`src/rtl/seg7_pkg.sv`:
```
// seg7_pkg: shared cathode/anode encodings, digit type and scan-state enum for 7-segment checkers
package seg7_pkg;

    typedef logic [3:0] digit_t;

    typedef enum logic [1:0] {
        WAIT,
        SETTLE,
        CAPTURED
    } state_t;

    // Active-low cathode patterns, bit order {g,f,e,d,c,b,a}
    localparam logic [6:0] SEG_0     = 7'b1000000;
    localparam logic [6:0] SEG_1     = 7'b1111001;
    localparam logic [6:0] SEG_2     = 7'b0100100;
    localparam logic [6:0] SEG_3     = 7'b0110000;
    localparam logic [6:0] SEG_4     = 7'b0011001;
    localparam logic [6:0] SEG_5     = 7'b0010010;
    localparam logic [6:0] SEG_6     = 7'b0000010;
    localparam logic [6:0] SEG_7     = 7'b1111000;
    localparam logic [6:0] SEG_8     = 7'b0000000;
    localparam logic [6:0] SEG_9     = 7'b0010000;
    localparam logic [6:0] SEG_BLANK = 7'b1111111;

    // Active-low anode selects, one bit low per digit
    localparam logic [3:0] AN_D0   = 4'b1110;
    localparam logic [3:0] AN_D1   = 4'b1101;
    localparam logic [3:0] AN_D2   = 4'b1011;
    localparam logic [3:0] AN_D3   = 4'b0111;
    localparam logic [3:0] AN_NONE = 4'b1111;

    function automatic logic an_legal(input logic [3:0] an);
        return an == AN_D0 || an == AN_D1 || an == AN_D2 || an == AN_D3;
    endfunction

    function automatic logic [1:0] an_index(input logic [3:0] an);
        return an == AN_D1 ? 2'd1 : an == AN_D2 ? 2'd2 : an == AN_D3 ? 2'd3 : 2'd0;
    endfunction

endpackage

```
`src/rtl/seg7_pattern_decode.sv`:
```
// seg7_pattern_decode: maps an active-low cathode pattern back to its BCD digit, flagging unknown patterns
module seg7_pattern_decode
    import seg7_pkg::*;
(
    input  logic [6:0] seg_i,
    output logic       hit_o,
    output digit_t     digit_o
);

    // Table lookup; anything outside the ten digit glyphs is a miss
    always_comb begin
        hit_o   = 1'b1;
        digit_o = 4'd0;
        case (seg_i)
            SEG_0:   digit_o = 4'd0;
            SEG_1:   digit_o = 4'd1;
            SEG_2:   digit_o = 4'd2;
            SEG_3:   digit_o = 4'd3;
            SEG_4:   digit_o = 4'd4;
            SEG_5:   digit_o = 4'd5;
            SEG_6:   digit_o = 4'd6;
            SEG_7:   digit_o = 4'd7;
            SEG_8:   digit_o = 4'd8;
            SEG_9:   digit_o = 4'd9;
            default: hit_o   = 1'b0;
        endcase
    end

endmodule

```
`src/rtl/seg7_scan_decoder.sv`:
```
// seg7_scan_decoder: recovers four BCD digits from a multiplexed active-low 7-segment bus and publishes frames
module seg7_scan_decoder
    import seg7_pkg::*;
#(
    parameter int SETTLE_CYCLES = 4
) (
    input  logic        clk,
    input  logic        rst_n,
    input  logic [3:0]  an_i,
    input  logic [6:0]  seg_i,
    input  logic        clear_i,
    output logic [15:0] digits_o,
    output logic [3:0]  valid_o,
    output logic        frame_o,
    output logic [15:0] frame_digits_o,
    output logic        err_o,
    output logic [1:0]  err_digit_o
);

    localparam int CNT_W = $clog2(SETTLE_CYCLES + 1);

    logic [3:0]       an_q;
    logic [6:0]       seg_q;
    logic [CNT_W-1:0] cnt_q, cnt_d;
    state_t           state_q, state_d;
    logic [15:0]      digits_q, digits_d, frame_digits_q;
    logic [3:0]       valid_q, valid_d, valid_set;
    logic             frame_q, err_q;
    logic [1:0]       err_digit_q;

    logic       changed, legal, settled, capture, good, bad, frame_done, hit;
    logic [1:0] idx;
    digit_t     dec;

    assign changed = {an_i, seg_i} != {an_q, seg_q};
    assign legal   = an_legal(an_i);
    assign idx     = an_index(an_i);
    assign settled = cnt_q == CNT_W'(SETTLE_CYCLES - 1);

    seg7_pattern_decode u_decode (
        .seg_i   (seg_i),
        .hit_o   (hit),
        .digit_o (dec)
    );

    // FSM state register
    always_ff @(posedge clk or negedge rst_n) begin
        if (!rst_n) state_q <= WAIT;
        else        state_q <= state_d;
    end

    // Next state: clear or a bad anode parks in WAIT; any input change restarts the dwell
    always_comb begin
        state_d = state_q;
        if (clear_i || !legal) state_d = WAIT;
        else begin
            case (state_q)
                WAIT:     state_d = SETTLE;
                SETTLE:   state_d = (!changed && settled) ? CAPTURED : SETTLE;
                CAPTURED: state_d = changed ? SETTLE : CAPTURED;
                default:  state_d = WAIT;
            endcase
        end
    end

    // FSM outputs: one capture per dwell, clear suppresses it entirely
    always_comb begin
        capture = !clear_i && legal && state_q == SETTLE && !changed && settled;
        good    = capture && hit;
        bad     = capture && !hit;
    end

    // Datapath next values: digit load, frame-tracking bits and stability counter
    always_comb begin
        digits_d = digits_q;
        if (good) digits_d[idx*4 +: 4] = dec;
        valid_set  = valid_q | (good ? 4'b0001 << idx : 4'b0000);
        frame_done = good && &valid_set;
        valid_d    = (clear_i || frame_done) ? 4'b0000 : valid_set;
        cnt_d      = (clear_i || changed) ? '0 :
                     (cnt_q == CNT_W'(SETTLE_CYCLES)) ? cnt_q : cnt_q + CNT_W'(1);
    end

    // Input samplers, counter, digit/frame/error registers
    always_ff @(posedge clk or negedge rst_n) begin
        if (!rst_n) begin
            an_q           <= AN_NONE;
            seg_q          <= SEG_BLANK;
            cnt_q          <= '0;
            digits_q       <= '0;
            valid_q        <= '0;
            frame_q        <= 1'b0;
            frame_digits_q <= '0;
            err_q          <= 1'b0;
            err_digit_q    <= '0;
        end else begin
            an_q    <= an_i;
            seg_q   <= seg_i;
            cnt_q   <= cnt_d;
            digits_q <= digits_d;
            valid_q <= valid_d;
            frame_q <= frame_done;
            err_q   <= bad;
            if (frame_done) frame_digits_q <= digits_d;
            if (bad)        err_digit_q    <= idx;
        end
    end

    assign digits_o       = digits_q;
    assign valid_o        = valid_q;
    assign frame_o        = frame_q;
    assign frame_digits_o = frame_digits_q;
    assign err_o          = err_q;
    assign err_digit_o    = err_digit_q;

endmodule

```
`config.mk`:
```
export PLATFORM = sky130hd
export DESIGN_NAME = seg7_scan_decoder
export DESIGN_NICKNAME = d
export VERILOG_FILES = /design/src/rtl/seg7_pkg.sv /design/src/rtl/seg7_pattern_decode.sv /design/src/rtl/seg7_scan_decoder.sv
export SDC_FILE = /design/constraint.sdc
export NUM_CORES = 1
export LEC_CHECK = 0
export BUFFER_PORTS_ARGS = -buffer_cell sky130_fd_sc_hd__buf_2
export CORE_MARGIN = 10
export CORE_UTILIZATION = 41
export DETAILED_ROUTE_END_ITERATION = 10
export PLACE_DENSITY = 0.64
export SETUP_SLACK_MARGIN = 0.15
export SYNTH_ARGS = -nofsm -noshare
export SYNTH_HDL_FRONTEND = slang
export SYNTH_SLANG_ARGS = --single-unit
```
`constraint.sdc`:
```
create_clock -name clk -period 4.3 [get_ports clk]
set_input_delay 0.215 -clock clk [delete_from_list [all_inputs] [get_ports clk]]
set_output_delay 0.215 -clock clk [all_outputs]
set_load 0.005 [all_outputs]
```
Word-level counts from Yosys, hierarchy flattened
Index checks and enable logic that the tools add are counted.

$add $sub $neg: 2. Equality and inequality tests: 19. Shift operators: 3. Multiplexer cells: 15. Bitwise gates (word level): 1. Reduce and logical (&&, ||, !) cells: 22.

Operators with widths (number): 4-bit one-hot mux with 9 select lines (1); 4-bit negator with 34-bit output (1); 4-bit by 34-bit variable shift with 16-bit output, first input constant (1); 4-bit by 34-bit indexed part select with 16-bit output (1); 7-bit by 5-bit == test with 1-bit output, second input constant (3); 7-bit == test, second input constant (3); 16-bit bitwise mux (1); 16-bit two-way mux (1); 7-bit by 6-bit == test with 1-bit output, second input constant (2); 4-bit == test, second input constant (3); 2-bit two-way mux (6); 11-bit inequality test (1); 10-bit OR reduction (1); 1-bit logical AND (8); 4-bit two-way mux (2); 7-bit by 2-bit == test with 1-bit output, second input constant (1); 7-bit logical NOT (1); 1-bit logical OR (6); 3-bit two-way mux (2); 2-bit one-hot mux with 3 select lines (1); 4-bit by 3-bit == test with 1-bit output, second input constant (1); 1-bit logical NOT (4); 4-bit OR (1); 4-bit AND reduction (1); 9 further kinds (9).

Register bits: 56. Input bits: 14. Logic and storage cells: 72.

Depth between registers and ports, before layout
Depth after elaboration: 15. Depth in mapped cells: 8. Mapped depth without buffers: 7.

Cells and area by module
Synthesis repeated with hierarchy kept, for this count alone.

Cell total of the unflattened synthesis: 230. Area, all modules: 2740.1 µm².

By module, submodules not included: seg7_scan_decoder (times used 1, cells each 203, area each 2567.5 µm²); seg7_pattern_decode (times used 1, cells each 27, area each 172.7 µm²).

Least setup slack after synthesis
No wires, ideal clock.

Path type: register to register. Start: register seg_q[3]. End: register frame_digits_q[4] (netlist: frame_digits_o[4]). Setup time: 0.125 ns. Arrival time: 1.927 ns. Data required time: 4.175 ns. Path slack: 2.248 ns. Stages on the path, launching flop included: 7. Buffers on the path: 0. Period minus slack after synthesis: 2.052 ns. Cell sequence: dfstp_2 > xnor2_1 > nand3_2 > nor4_4 > o2111ai_2 > mux2_2 > mux2_2.

Elaborated cells on any way between the ends: 10. Those cells by class: eq/ne: 1; mux: 2; bitwise: 1; reduce/logical: 6.

RTL lines: from (decl) (RTL line seg7_scan_decoder.sv:23) `logic [6:0] seg_q;`; from (signal assigned) (RTL line seg7_scan_decoder.sv:98) `seg_q <= seg_i;`; 11-bit inequality test (RTL line seg7_scan_decoder.sv:35) `assign changed = {an_i, seg_i} != {an_q, seg_q};`; 1-bit logical NOT (RTL line seg7_scan_decoder.sv:68) `capture = !clear_i && legal && state_q == SETTLE && !changed && settled;`; 1-bit logical AND (2 in a row) (RTL line seg7_scan_decoder.sv:68); 1-bit logical AND (RTL line seg7_scan_decoder.sv:69) `good = capture && hit;`; 16-bit two-way mux (RTL line seg7_scan_decoder.sv:76) `if (good) digits_d[idx*4 +: 4] = dec;`; net digits_d[4] (RTL line seg7_scan_decoder.sv:26) `logic [15:0] digits_q, digits_d, frame_digits_q;`; to (signal assigned) (RTL line seg7_scan_decoder.sv:104) `if (frame_done) frame_digits_q <= digits_d;`; to (decl) (RTL line seg7_scan_decoder.sv:26).

The timed path passes the listed nets, and every way through them passes these cells. A chain may end at the register's enable or synchronous reset.

Final worst setup path
Start: register an_q[0]. End: register valid_q[1] (netlist: valid_o[1]).

Word-level cells in the longest chain between the ends: 11.

Ends and longest elaborated chain: from (decl) (RTL line seg7_scan_decoder.sv:22) `logic [3:0] an_q;`; from (signal assigned) (RTL line seg7_scan_decoder.sv:97) `an_q <= an_i;`; 11-bit inequality test (*) (RTL line seg7_scan_decoder.sv:35); 1-bit logical NOT (*) (RTL line seg7_scan_decoder.sv:68); 1-bit logical AND (*) (2 in a row) (RTL line seg7_scan_decoder.sv:68); 1-bit logical AND (*) (RTL line seg7_scan_decoder.sv:69); 4-bit two-way mux (RTL line seg7_scan_decoder.sv:77) `valid_set = valid_q | (good ? 4'b0001 << idx : 4'b0000);`; 4-bit OR (RTL line seg7_scan_decoder.sv:77); 4-bit AND reduction (RTL line seg7_scan_decoder.sv:78) `frame_done = good && &valid_set;`; 1-bit logical AND (RTL line seg7_scan_decoder.sv:78); 1-bit logical OR (RTL line seg7_scan_decoder.sv:79) `valid_d = (clear_i || frame_done) ? 4'b0000 : valid_set;`; 4-bit two-way mux (*) (RTL line seg7_scan_decoder.sv:79); net valid_d[1] (RTL line seg7_scan_decoder.sv:27) `logic [3:0] valid_q, valid_d, valid_set;`; to (signal assigned) (RTL line seg7_scan_decoder.sv:101) `valid_q <= valid_d;`; to (decl) (RTL line seg7_scan_decoder.sv:27).

The timed path passes the listed nets; every way through them passes the cells marked *.

==> results.md <==
- Launching element type of the critical path: register
- Number of buffers between clock root and the deepest sink: 2
- Share of async-settable or async-resettable flops after synthesis: 100.0%
- Depth of the worst register-to-register path: 6
- Total congestion overflow after global routing: 0
- Clock H-tree levels: 2
- Max Freq: 395.2 MHz
- Final clock period utilization by the worst path: 58.85%
- Antenna violations before repair: 0
- Post-synthesis sequential area ratio: 52.73%
- Kind of path behind the tightest hold check: primary input to asynchronous set/reset pin
- Leakage: 0.001485 uW
- Main area contributors after synthesis: sky130_fd_sc_hd__dfrtp_1 42%, sky130_fd_sc_hd__mux2_2 13%, sky130_fd_sc_hd__dfstp_2 11%, sky130_fd_sc_hd__xnor2_1 4.6%, sky130_fd_sc_hd__o2111ai_2 2.2%
- Setup_tns: 0 ps
- Synthesized net count: 224
- Reg-to-Reg End: valid_o[1]
- Gp weighted congestion: 0.7602
- Warnings, synthesis: 0
- Post_cts resized: 0
- Top Family by Delay on Critical Path: simple AND/OR/NAND/NOR gates
- Setup-violating endpoint count in the final report: 0
- Total core area: 6350 um2
- Wire length reported by the detailed router: 5722 um
- Average instance area after synthesis: 12.97 um2
- Highest net fanout along the worst path: 14
- CTS Hold Bufs: 0
- Global-route wire length before repair: 9646 um
- Height of the die: 100.9 um
- Critical-path top delay cell: sky130_fd_sc_hd__o2111ai_2
- Detailed-router iteration count before antenna repair: 4
- ANT cells: 0
- Worst flop-to-flop path startpoint: an_q[0]
- Post-route clock skew: 11.37 ps
- Maximum resistive drop on vdd: 140.1 uV
- Clock latency on the worst-skew pair: 310 ps
- Final Hold Violating Endpoints: 0
- Worst slew slack as a fraction of its limit: 45.58%
- Cell with the most instances after synthesis: sky130_fd_sc_hd__dfrtp_1
- Top post-synthesis cells by count: 45 x sky130_fd_sc_hd__dfrtp_1, 30 x sky130_fd_sc_hd__mux2_2, 14 x sky130_fd_sc_hd__xnor2_1
- Most area-hungry cell type in the Yosys netlist: sky130_fd_sc_hd__dfrtp_1
- Boundary pin count: 54
- Worst Path Arrival: 2710 ps
- Worst path buffer plus inverter count: 0
- Element type at the critical path end: register
- Number of rows in the core area: 29
- Time the final worst path needs with I/O delays and setup: 2531 ps
- Starting density of the core: 42.27%
- Number of max-cap violations: 0
- Area used by multi-input combinational logic: 1165 um2
- Ordered list of cells on the worst path: xnor2_1 > nand4_1 > nor4_2 > o2111ai_2 > nor2b_1 > a21boi_0
- Via-per-instance ratio: 5.268
- Actual transition at the worst max-transition pin: 816.3 ps
- Number of global-route vias before repair: 1868
- Die X: 100.9 um
- Number of synthesized flops with an enable pin: 0
- Area growth syn-to-layout: 15.01%
- Number of non-filler instances in the completed layout: 336
- Detail Route Antenna Nets: 0
- Final max-slew violation count: 0
- Share of cells above drive strength 1: 45.95%
- Total Nets Final: 275
- Overall via count from detail_route: 1770
- Total setup buffers inserted after CTS: 0
- Reg area: 1415 um2
- Post-Syn Instances: 207
- CTS tree: built
- Fillers: 575
- Fin util: 48.61%
- GRT Overall Usage: 11.69%
- Required time at the endpoint of the critical path: 4480 ps
- Final HPWL from detailed placement: 4404 um
- Predominant post-synthesis flop cell: sky130_fd_sc_hd__dfrtp_1
- Delay of the slowest cell on the worst path: 550 ps
- PD cells: 308.0 nW/um2
- DRC violation count after routing: 0
- Worst-case register-to-register setup slack: 1770 ps
- First-iteration detailed-routing DRC count: 96
- Die footprint: 10180 um2
- Sink count of the clock tree: 56
- Setup repair after global routing missed its margin: false
- IO buf count: 53
- Number of buffers created by CTS: 5
- Post-Syn Area: 2684 um2
- Run status: completed
- Root Buffer Master: sky130_fd_sc_hd__clkbuf_8
- Post-CTS clock slew at the launch and capture registers of the worst setup and hold paths: 100 ps
- Area fraction of the dominant cell type after synthesis: 41.96%
- Maximum number of pins on one net before global-route repair: 57
- Dpl cells: 328
- Category of the most critical setup path: register to register
- Flip-flop and latch count after synthesis: 56
- Drt wl/cell: 17.03 um
- Synth unique cells: 50
[cell families after synthesis]
kind of cell,count (synthesis),share of synthesized area [%]
simple gates,51,13.61
mux,30,12.59
fa+ha+maj,3,1.399
xor+xnor,15,4.895
buf+inv,17,3.869
flops,56,52.73
compound gates,35,10.91
[placed cells by master, fill, tap and decap left out, types with 2 or more instances in the layout]
cell / count
sky130_fd_sc_hd__nand2b_1: 4
sky130_fd_sc_hd__o22a_1: 6
sky130_fd_sc_hd__nor2_1: 5
sky130_fd_sc_hd__xnor2_1: 14
sky130_fd_sc_hd__and4b_1: 4
sky130_fd_sc_hd__a21oi_1: 6
sky130_fd_sc_hd__ha_1: 3
sky130_fd_sc_hd__dfrtp_1: 45
sky130_fd_sc_hd__nand2_1: 9
sky130_fd_sc_hd__a21boi_0: 2
sky130_fd_sc_hd__mux2_2: 30
sky130_fd_sc_hd__clkbuf_8: 5
sky130_fd_sc_hd__o21ai_0: 2
sky130_fd_sc_hd__nor3_1: 4
sky130_fd_sc_hd__nor2b_1: 4
sky130_fd_sc_hd__inv_1: 7
sky130_fd_sc_hd__nand4b_1: 3
sky130_fd_sc_hd__nor3b_1: 2
sky130_fd_sc_hd__o21a_1: 2
sky130_fd_sc_hd__o21ai_2: 2
sky130_fd_sc_hd__dfstp_2: 11
sky130_fd_sc_hd__nand3_1: 3
sky130_fd_sc_hd__buf_2: 53
sky130_fd_sc_hd__o2111ai_2: 4
sky130_fd_sc_hd__nor3_2: 2
[worst max path at each step]
stage | from | slack [ps] | to | depth (start not counted)
floorplan | seg_q[3] | 2250 | frame_digits_o[4] | 6
global placement | seg_q[6] | 1860 | valid_o[1] | 6
detailed placement | seg_q[6] | 1800 | valid_o[1] | 6
CTS | seg_q[6] | 1790 | valid_o[1] | 6
global route | an_q[2] | 1540 | valid_o[1] | 6
finish | an_q[0] | 1770 | valid_o[1] | 6
[metal layers]
metal	global-route usage, %	vias up	share of wire (%)
met5	0	-	0
met4	2.894	0	0.89
met3	4.664	5	6.4
met2	18.13	37	47
met1	14.84	870	46
li1	-	858	-
[state kept, by name (all words and copies together), names as in the netlist]
register / cells
digits_o: 16
frame_digits_o: 16
seg_q: 7
an_q: 4
valid_o: 4
cnt_q: 3
err_digit_o: 2
state_q: 2
err_o: 1
frame_o: 1
[metrics by stage]
stage	area, um2	power [uW]	hold WS (ps)	setup WS, ps
global route	3087	989.7	42.53	1539
CTS	3087	959.6	48.71	1794
finish	3087	950.7	25.35	1769
floorplan	2684	594.2	-80.59	2248
global placement	2975	618.3	378.0	1857
detailed placement	2975	618.9	379.0	1803
[cell type report]
class / instances / area share [%]
timing repair buffer: 54 / 8.837
inverter: 7 / 0.8512
multi-input combinational: 134 / 37.74
sequential: 56 / 45.85
clock inverter: 3 / 1.378
tap: 77 / 3.121
clock buffer: 5 / 2.229
[where the power goes]
part           leakage, uW  total (uW)  switching, uW  internal (uW)
combinational     0.000692        68.7           44.5           24.2
sequential        0.000739         539           2.77            536
clock            0.0000541         343            171            173
Power figures use the tool's default switching activity.
